==> src/rtl/imem_loader.sv <==
// Byte-stream loader for the instruction RAM: assembles little-endian words and holds the core until loaded.
// Optional trailing XOR checksum byte enabled by defining CHECKSUM_EN.
module imem_loader #(
  parameter int DEPTH  = 32,
  parameter int ADDR_W = 5
) (
  input  logic              clk,
  input  logic              rst,
  input  logic              in_valid,
  input  logic [7:0]        in_data,
  output logic              in_ready,
  output logic              we,
  output logic [ADDR_W-1:0] waddr,
  output logic [31:0]       wdata,
  output logic              cpu_hold,
  output logic              done,
  output logic              error
);

`ifdef CHECKSUM_EN
  typedef enum logic [2:0] {S_INIT, S_HDR, S_LOAD, S_CSUM, S_DONE, S_ERROR} state_t;
`else
  typedef enum logic [2:0] {S_INIT, S_HDR, S_LOAD, S_DONE, S_ERROR} state_t;
`endif

  state_t      state;
  logic [7:0]  last;
  logic [1:0]  lane;
  logic [23:0] partial;
  logic        last_word;
`ifdef CHECKSUM_EN
  logic [7:0]  csum;
`endif

`ifdef CHECKSUM_EN
  assign in_ready = (state == S_HDR) || (state == S_LOAD) || (state == S_CSUM);
`else
  assign in_ready = (state == S_HDR) || (state == S_LOAD);
`endif
  assign cpu_hold  = ~done;
  // waddr tracks the word being assembled; it is updated well before the next word completes
  assign last_word = (8'(waddr) == last);

  always_ff @(posedge clk) begin
    if (rst) begin
      state   <= S_INIT;
      we      <= 1'b0;
      waddr   <= '0;
      wdata   <= '0;
      done    <= 1'b0;
      error   <= 1'b0;
      last    <= '0;
      lane    <= '0;
      partial <= '0;
`ifdef CHECKSUM_EN
      csum    <= '0;
`endif
    end else begin
      we <= 1'b0;
      // Final word leaves waddr at N-1 so it never runs past the program
      if (we && !last_word)
        waddr <= waddr + ADDR_W'(1);
      case (state)
        S_INIT: state <= S_HDR;
        S_HDR: if (in_valid) begin
          if (in_data == 8'd0) begin
`ifdef CHECKSUM_EN
            state <= S_CSUM;
`else
            state <= S_DONE;
            done  <= 1'b1;
`endif
          end else if (int'(in_data) > DEPTH) begin
            state <= S_ERROR;
            error <= 1'b1;
          end else begin
            last  <= in_data - 8'd1;
            state <= S_LOAD;
          end
        end
        S_LOAD: if (in_valid) begin
`ifdef CHECKSUM_EN
          csum <= csum ^ in_data;
`endif
          lane <= lane + 2'd1;
          if (lane == 2'd3) begin
            wdata <= {in_data, partial};
            we    <= 1'b1;
            if (last_word) begin
`ifdef CHECKSUM_EN
              state <= S_CSUM;
`else
              state <= S_DONE;
`endif
            end
          end else begin
            partial[8*lane +: 8] <= in_data;
          end
        end
`ifdef CHECKSUM_EN
        S_CSUM: if (in_valid) begin
          if (in_data == csum) begin
            state <= S_DONE;
            done  <= 1'b1;
          end else begin
            state <= S_ERROR;
            error <= 1'b1;
          end
        end
`endif
        S_DONE:  done <= 1'b1;
        S_ERROR: error <= 1'b1;
        default: state <= S_INIT;
      endcase
    end
  end

endmodule

==> config.mk <==
export PLATFORM = sky130hd
export DESIGN_NAME = imem_loader
export DESIGN_NICKNAME = d
export VERILOG_FILES = /design/src/rtl/imem_loader.sv
export SDC_FILE = /design/constraint.sdc
export NUM_CORES = 1
export LEC_CHECK = 0
export BUFFER_PORTS_ARGS = -buffer_cell sky130_fd_sc_hd__buf_2
export CORE_ASPECT_RATIO = 0.75
export CORE_MARGIN = 5
export CORE_UTILIZATION = 41
export CTS_BUF_LIST = sky130_fd_sc_hd__clkbuf_4
export CTS_CLUSTER_DIAMETER = 80
export DETAILED_ROUTE_END_ITERATION = 7
export GPL_ROUTABILITY_DRIVEN = 1
export PLACE_DENSITY = 0.71
export REMOVE_ABC_BUFFERS = 1
export SYNTH_ARGS = -nofsm -noshare
export SYNTH_HDL_FRONTEND = slang
export SYNTH_SLANG_ARGS = --single-unit
==> constraint.sdc <==
create_clock -name clk -period 5.15 [get_ports clk]
set_clock_uncertainty 0.2 [all_clocks]
set_input_delay 0 -clock clk [delete_from_list [all_inputs] [get_ports clk]]
set_output_delay 0 -clock clk [all_outputs]
set_load 0.03 [all_outputs]
# After elaboration in Yosys (flattened, before gate mapping)
# Index checks and enable logic that the tools add are counted.
[word_totals] register_bits=77 output_inout_bits=42
[op_classes] reduce_logical=16 n_shift=2 n_eq_ne=13 n_mux=16 n_addsub=4 n_lt_le_gt_ge=1 bitwise=7
[op_table] cell="$neg A5 Y34" count=1
[op_table] cell="$shift A8 B34 Y24 const A" count=1
[op_table] cell="$shiftx A8 B34 Y24" count=1
[op_table] cell="$bwmux W24" count=1
[op_table] cell="$mux W3" count=6
[op_table] cell="$pmux W3 S4" count=1
[op_table] cell="$reduce_and A3 Y1" count=3
[op_table] cell="$eq A5 B8 Y1" count=1
[op_table] cell="$gt A8 B6 Y1 const B" count=1
[op_table] cell="$logic_not A8 Y1" count=1
[op_table] cell="$ne A2 B2 Y1 const B" count=4
[op_table] cell="$reduce_and A4 Y1" count=2
[op_table] cell="$sub A8 B1 Y8 const B" count=1
[op_table] cell="$not A1 Y1" count=7
[op_table] cell="$eq A3 B2 Y1 const B" count=2
[op_table] cell="$mux W1" count=6
[op_table] cell="$ne A2 B1 Y1 const B" count=3
[op_table] cell="$add A5 B1 Y5 const B" count=1
[op_table] cell="$reduce_and A5 Y1" count=1
[op_table] cell="$pmux W1 S2" count=2
[op_table] cell="$reduce_bool A2 Y1" count=2
[op_table] cell="$eq A3 B1 Y1 const B" count=1
[op_table] cell="$eq A3 B3 Y1 const B" count=1
[op_table] cell="$logic_not A3 Y1" count=1
[op_table] cell="8 further kinds" count=8

# Logic depth before layout (Yosys ltp)
[depth] word_depth=5 mapped_depth=7

# Worst setup path before layout
# OpenSTA, ideal clock, no wires.
[synth_path] kind="reg-to-reg" start="register waddr[0]" end="register waddr[0]" period_less_slack_ps=1933 required_ps=4827 path_stages_with_launch=5 path_buffers=0 t_arrival_ps=1609 slack_ps=3217 path_cell_list="dfxtp_1 xor2_1 nor4_1 a21boi_1 mux2_1"
[synth_between] elab_chain_cells=3
[synth_lines] element="from (decl)" line="13" rtl="output logic [ADDR_W-1:0] waddr,"
[synth_lines] element="from (signal assigned)" line="62" rtl="waddr <= waddr + ADDR_W'(1);"
[synth_lines] element="parallel branches: the longest is 3 deep, another holds $add A5 B1 Y5"
# Several ways; the timed one is not identified.
# A chain may end at the register's enable or synchronous reset.

# Final worst setup path
[layout_path] start="register state[1]" end="register wdata[29]"
[layout_between] elab_chain_cells=2
[layout_lines] element="from (decl)" line="26" rtl="state_t state;"
[layout_lines] element="from (signal assigned)" line="46" rtl="state <= S_INIT;"
[layout_lines] element="from (signal assigned)" line="64" rtl="S_INIT: state <= S_HDR;"
[layout_lines] element="from (signal assigned)" line="70" rtl="state <= S_DONE;"
[layout_lines] element="$eq A3 B2 Y1" line="63" rtl="case (state)"
[layout_lines] element="$reduce_and A3 Y1 (no line)"
[layout_lines] element="to (signal assigned)" line="87" rtl="wdata <= {in_data, partial};"
[layout_lines] element="to (decl)" line="14" rtl="output logic [31:0] wdata,"
# Every way passes these cells.

==> results.yml <==
synthesis:
  synthMuxAreaShare_pct: 1.683
  synthXorXnorAreaFrac_pct: 3.480
  synth.area.top_cells: "dfxtp_1 47%, a21oi_1 11%, nand2_1 10%"
  synth_cells: 391
  postSynth.asyncResetShare_pct: 0
  synth.top_cell.area_share_pct: 47.11
  yosys.area_share.simple_pct: 24.47
  avgSynthCellArea_um2: 8.368
  synth_ff_type: "dfxtp_1"
  synthAdderAreaFrac_pct: 3.059
  synth_area_um2: 3272
  yosysTopAreaCell: "dfxtp_1"
  synth_seq_cells: 77
  synth-compound-area-share_pct: 14.95
  synth_top_family_by_area: "simple AND/OR/NAND/NOR gates"
  yosysUniqueCellTypes: 39
  synth_edf_count: 0
  ys_seq_area_share_pct: 47.11
  yosysWarnings: 0
floorplan:
  die_x_um: 113.2
  pin_count: 53
  dieArea_um2: 9885
  die_y_um: 87.37
  rows: 28
  placeableCoreArea_um2: 7848
  start_util_pct: 41.69
route:
  wl_per_cell_um: 13.96
  drt-pass1-iter-count: 4
  first_iter_violations: 238
  num_vias: 2835
  drc: 0
  via_per_inst: 5.221
  drtAntennaViolNets: 0
  totalWireLength_um: 7582
pwr:
  switching_share_pct: 24.67
  p_leak_nw: 1.392
  vdd_drop_max_mv: 0.1064
  switchingPower_mw: 0.2369
  power_frac_comb_pct: 6.8
  p_total_mw: 0.9602
  p_int_mw: 0.7233
  seqPwrFrac_pct: 62.8
  power.density_nw_per_um2: 258.8
  pwr-share-clk_pct: 30.5
critical_path:
  required_ns: 5.28
  reg2reg_from: "state[1]"
  startpoint_type: "register"
  arrival_ns: 2.60
  end_kind: "register"
  worstSetupPathType: "reg2reg"
  startpoint: "state[1]"
  critPathMaxFanout: 32
global_route:
  grt.total_usage_pct: 16.05
  first_global_vias: 2692
  grt_max_degree: 83
  grt_pass1_wl_um: 12790
  grt_overflow: 0
  grt_antenna_before_repair: 0
finish:
  area_growth_pct: 13.38
  fin_nets: 454
  drive_gt1_share_pct: 16.67
  n_antenna_cell: 0
job:
  cap_violations: 0
sta:
  rsz0062_at_grt: "no"
  setup_viol: 0
  finalMaxSlewViolations: 0
  setup_tns_ns: 0
  tightest_slew_ns: 1.154
  fin_crit_ns: 2.475
  post-route-period-util_pct: 48.05
  slew_headroom_pct: 22.40
  finalHoldViolations: 0
  fmax_mhz: 404.1
min_path:
  hp-start: "rst"
  holdCritPathClass: "in2reg"
placed_design:
  port_buffers: 52
  dp_hpwl_um: 5095
  gp_congestion: 0.8037
clocking:
  cts_resized: 0
  clock_path_buffers: 2
  htreeDepth: 3
  clock-root-buffer: "clkbuf_4"
  cts-buffers-inserted: 9
  insertion_delay_ns: 0.41
  clkTransAtPathRegs_ns: 0.12
  clock_sinks: 77
  cts_tree: "built"
status:
  status: "complete, no violations"
-- path summary, 6_finish.rpt --
| kind | endpoint | slack (ns) | cells past startpoint |
|---|---|---|---|
| max | wdata[29] | 2.68 | 4 |
| max reg2reg | wdata[29] | 2.68 | 4 |
| min | we | 0.03 | 3 |
| min reg2reg | wdata[21] | 0.25 | 2 |
-- cell usage in the layout (no fill, tap or decap), types with 7 or more instances in the layout --
cell           instances
nand3_1               25
nor2_1                10
xor2_1                 7
dfxtp_1               77
a21oi_1               72
dlygate4sd3_1          9
clkbuf_4              11
nand2_1               91
ha_1                   8
buf_2                 52
-- routing by layer --
metal  global-route usage [%]  wire length, um  part of all wire (%)
met3                    4.653              542                   7.1
met4                    5.677              131                   1.7
met2                    25.27             3386                    45
met1                    21.10             3522                    46
met5                        0                0                     0
-- cells in the mapped netlist, types with 4 or more instances --
cell type and instances:
a21oi_1 72, a311oi_1 5, buf_2 13, clkbuf_1 12, dfxtp_1 77, ha_1 8, inv_1 6, nand2_1 91
nand2b_1 6, nand3_1 25, nand3b_1 5, nor2_1 10, nor2b_1 5, nor3b_1 4, xnor2_1 6, xor2_1 7
-- cell families (layout without fill, tap and decap cells) --
logic type | Yosys count | after routing
buf+inv | 35 | 82
xor+xnor | 13 | 13
flops | 77 | 77
mux | 5 | 5
fa+ha+maj | 8 | 8
compound gates | 88 | 88
simple gates | 165 | 165
-- what timing repair did --
| item | CTS | global route |
|---|---|---|
| hold buffers | 9 | 0 |
| setup buffers | 0 | 0 |
| hold endpoints to repair | 45 | 0 |
-- through the flow --
stage / hold WS [ns] / cells / worst slack, ns / instance area [um2] / util (%)
floorplan: -0.1321 / 362 / 3.217 / 3123 / -
global placement: 0.1194 / 520 / 2.765 / 3522 / 44.88
detailed placement: 0.1246 / 520 / 2.704 / 3522 / 44.88
CTS: 0.03559 / 543 / 2.650 / 3710 / 47.27
global route: 0.08652 / 543 / 2.404 / 3710 / 47.27
finish: 0.03105 / 543 / 2.675 / 3710 / 47.27
-- registers in the layout, summed over array words and instances (netlist names) --
signal,cells
waddr,5
last,8
lane,2
we,1
done,1
wdata,32
state,3
partial,24
error,1
-- power groups by stage --
stage,Combinational [mW],Sequential (mW),Clock (mW)
3_3_place_gp,0.0574,0.616,0
2_1_floorplan,0.0262,0.617,0
3_5_place_dp,0.0586,0.616,0
5_1_grt,0.0712,0.604,0.327
6_report,0.0648,0.603,0.292
4_1_cts,0.0642,0.603,0.303
-- layout make-up --
class	count	area (um2)
Fill cell	777	4138
Multi-Input combinational cell	279	1559
Sequential cell	77	1541
Timing Repair Buffer	62	357.8
Tap cell	105	131.4
Clock buffer	11	82.58
Inverter	6	22.52
Clock inverter	3	15.01
-- worst max-delay path: stages, from the launching register on --
cell and delay, ns:
dfxtp_1 0.52, and4bb_2 0.43, and2_1 0.90, nand2_1 0.15, a21oi_1 0.17
Note: power is estimated with default switching activity, not from simulation.
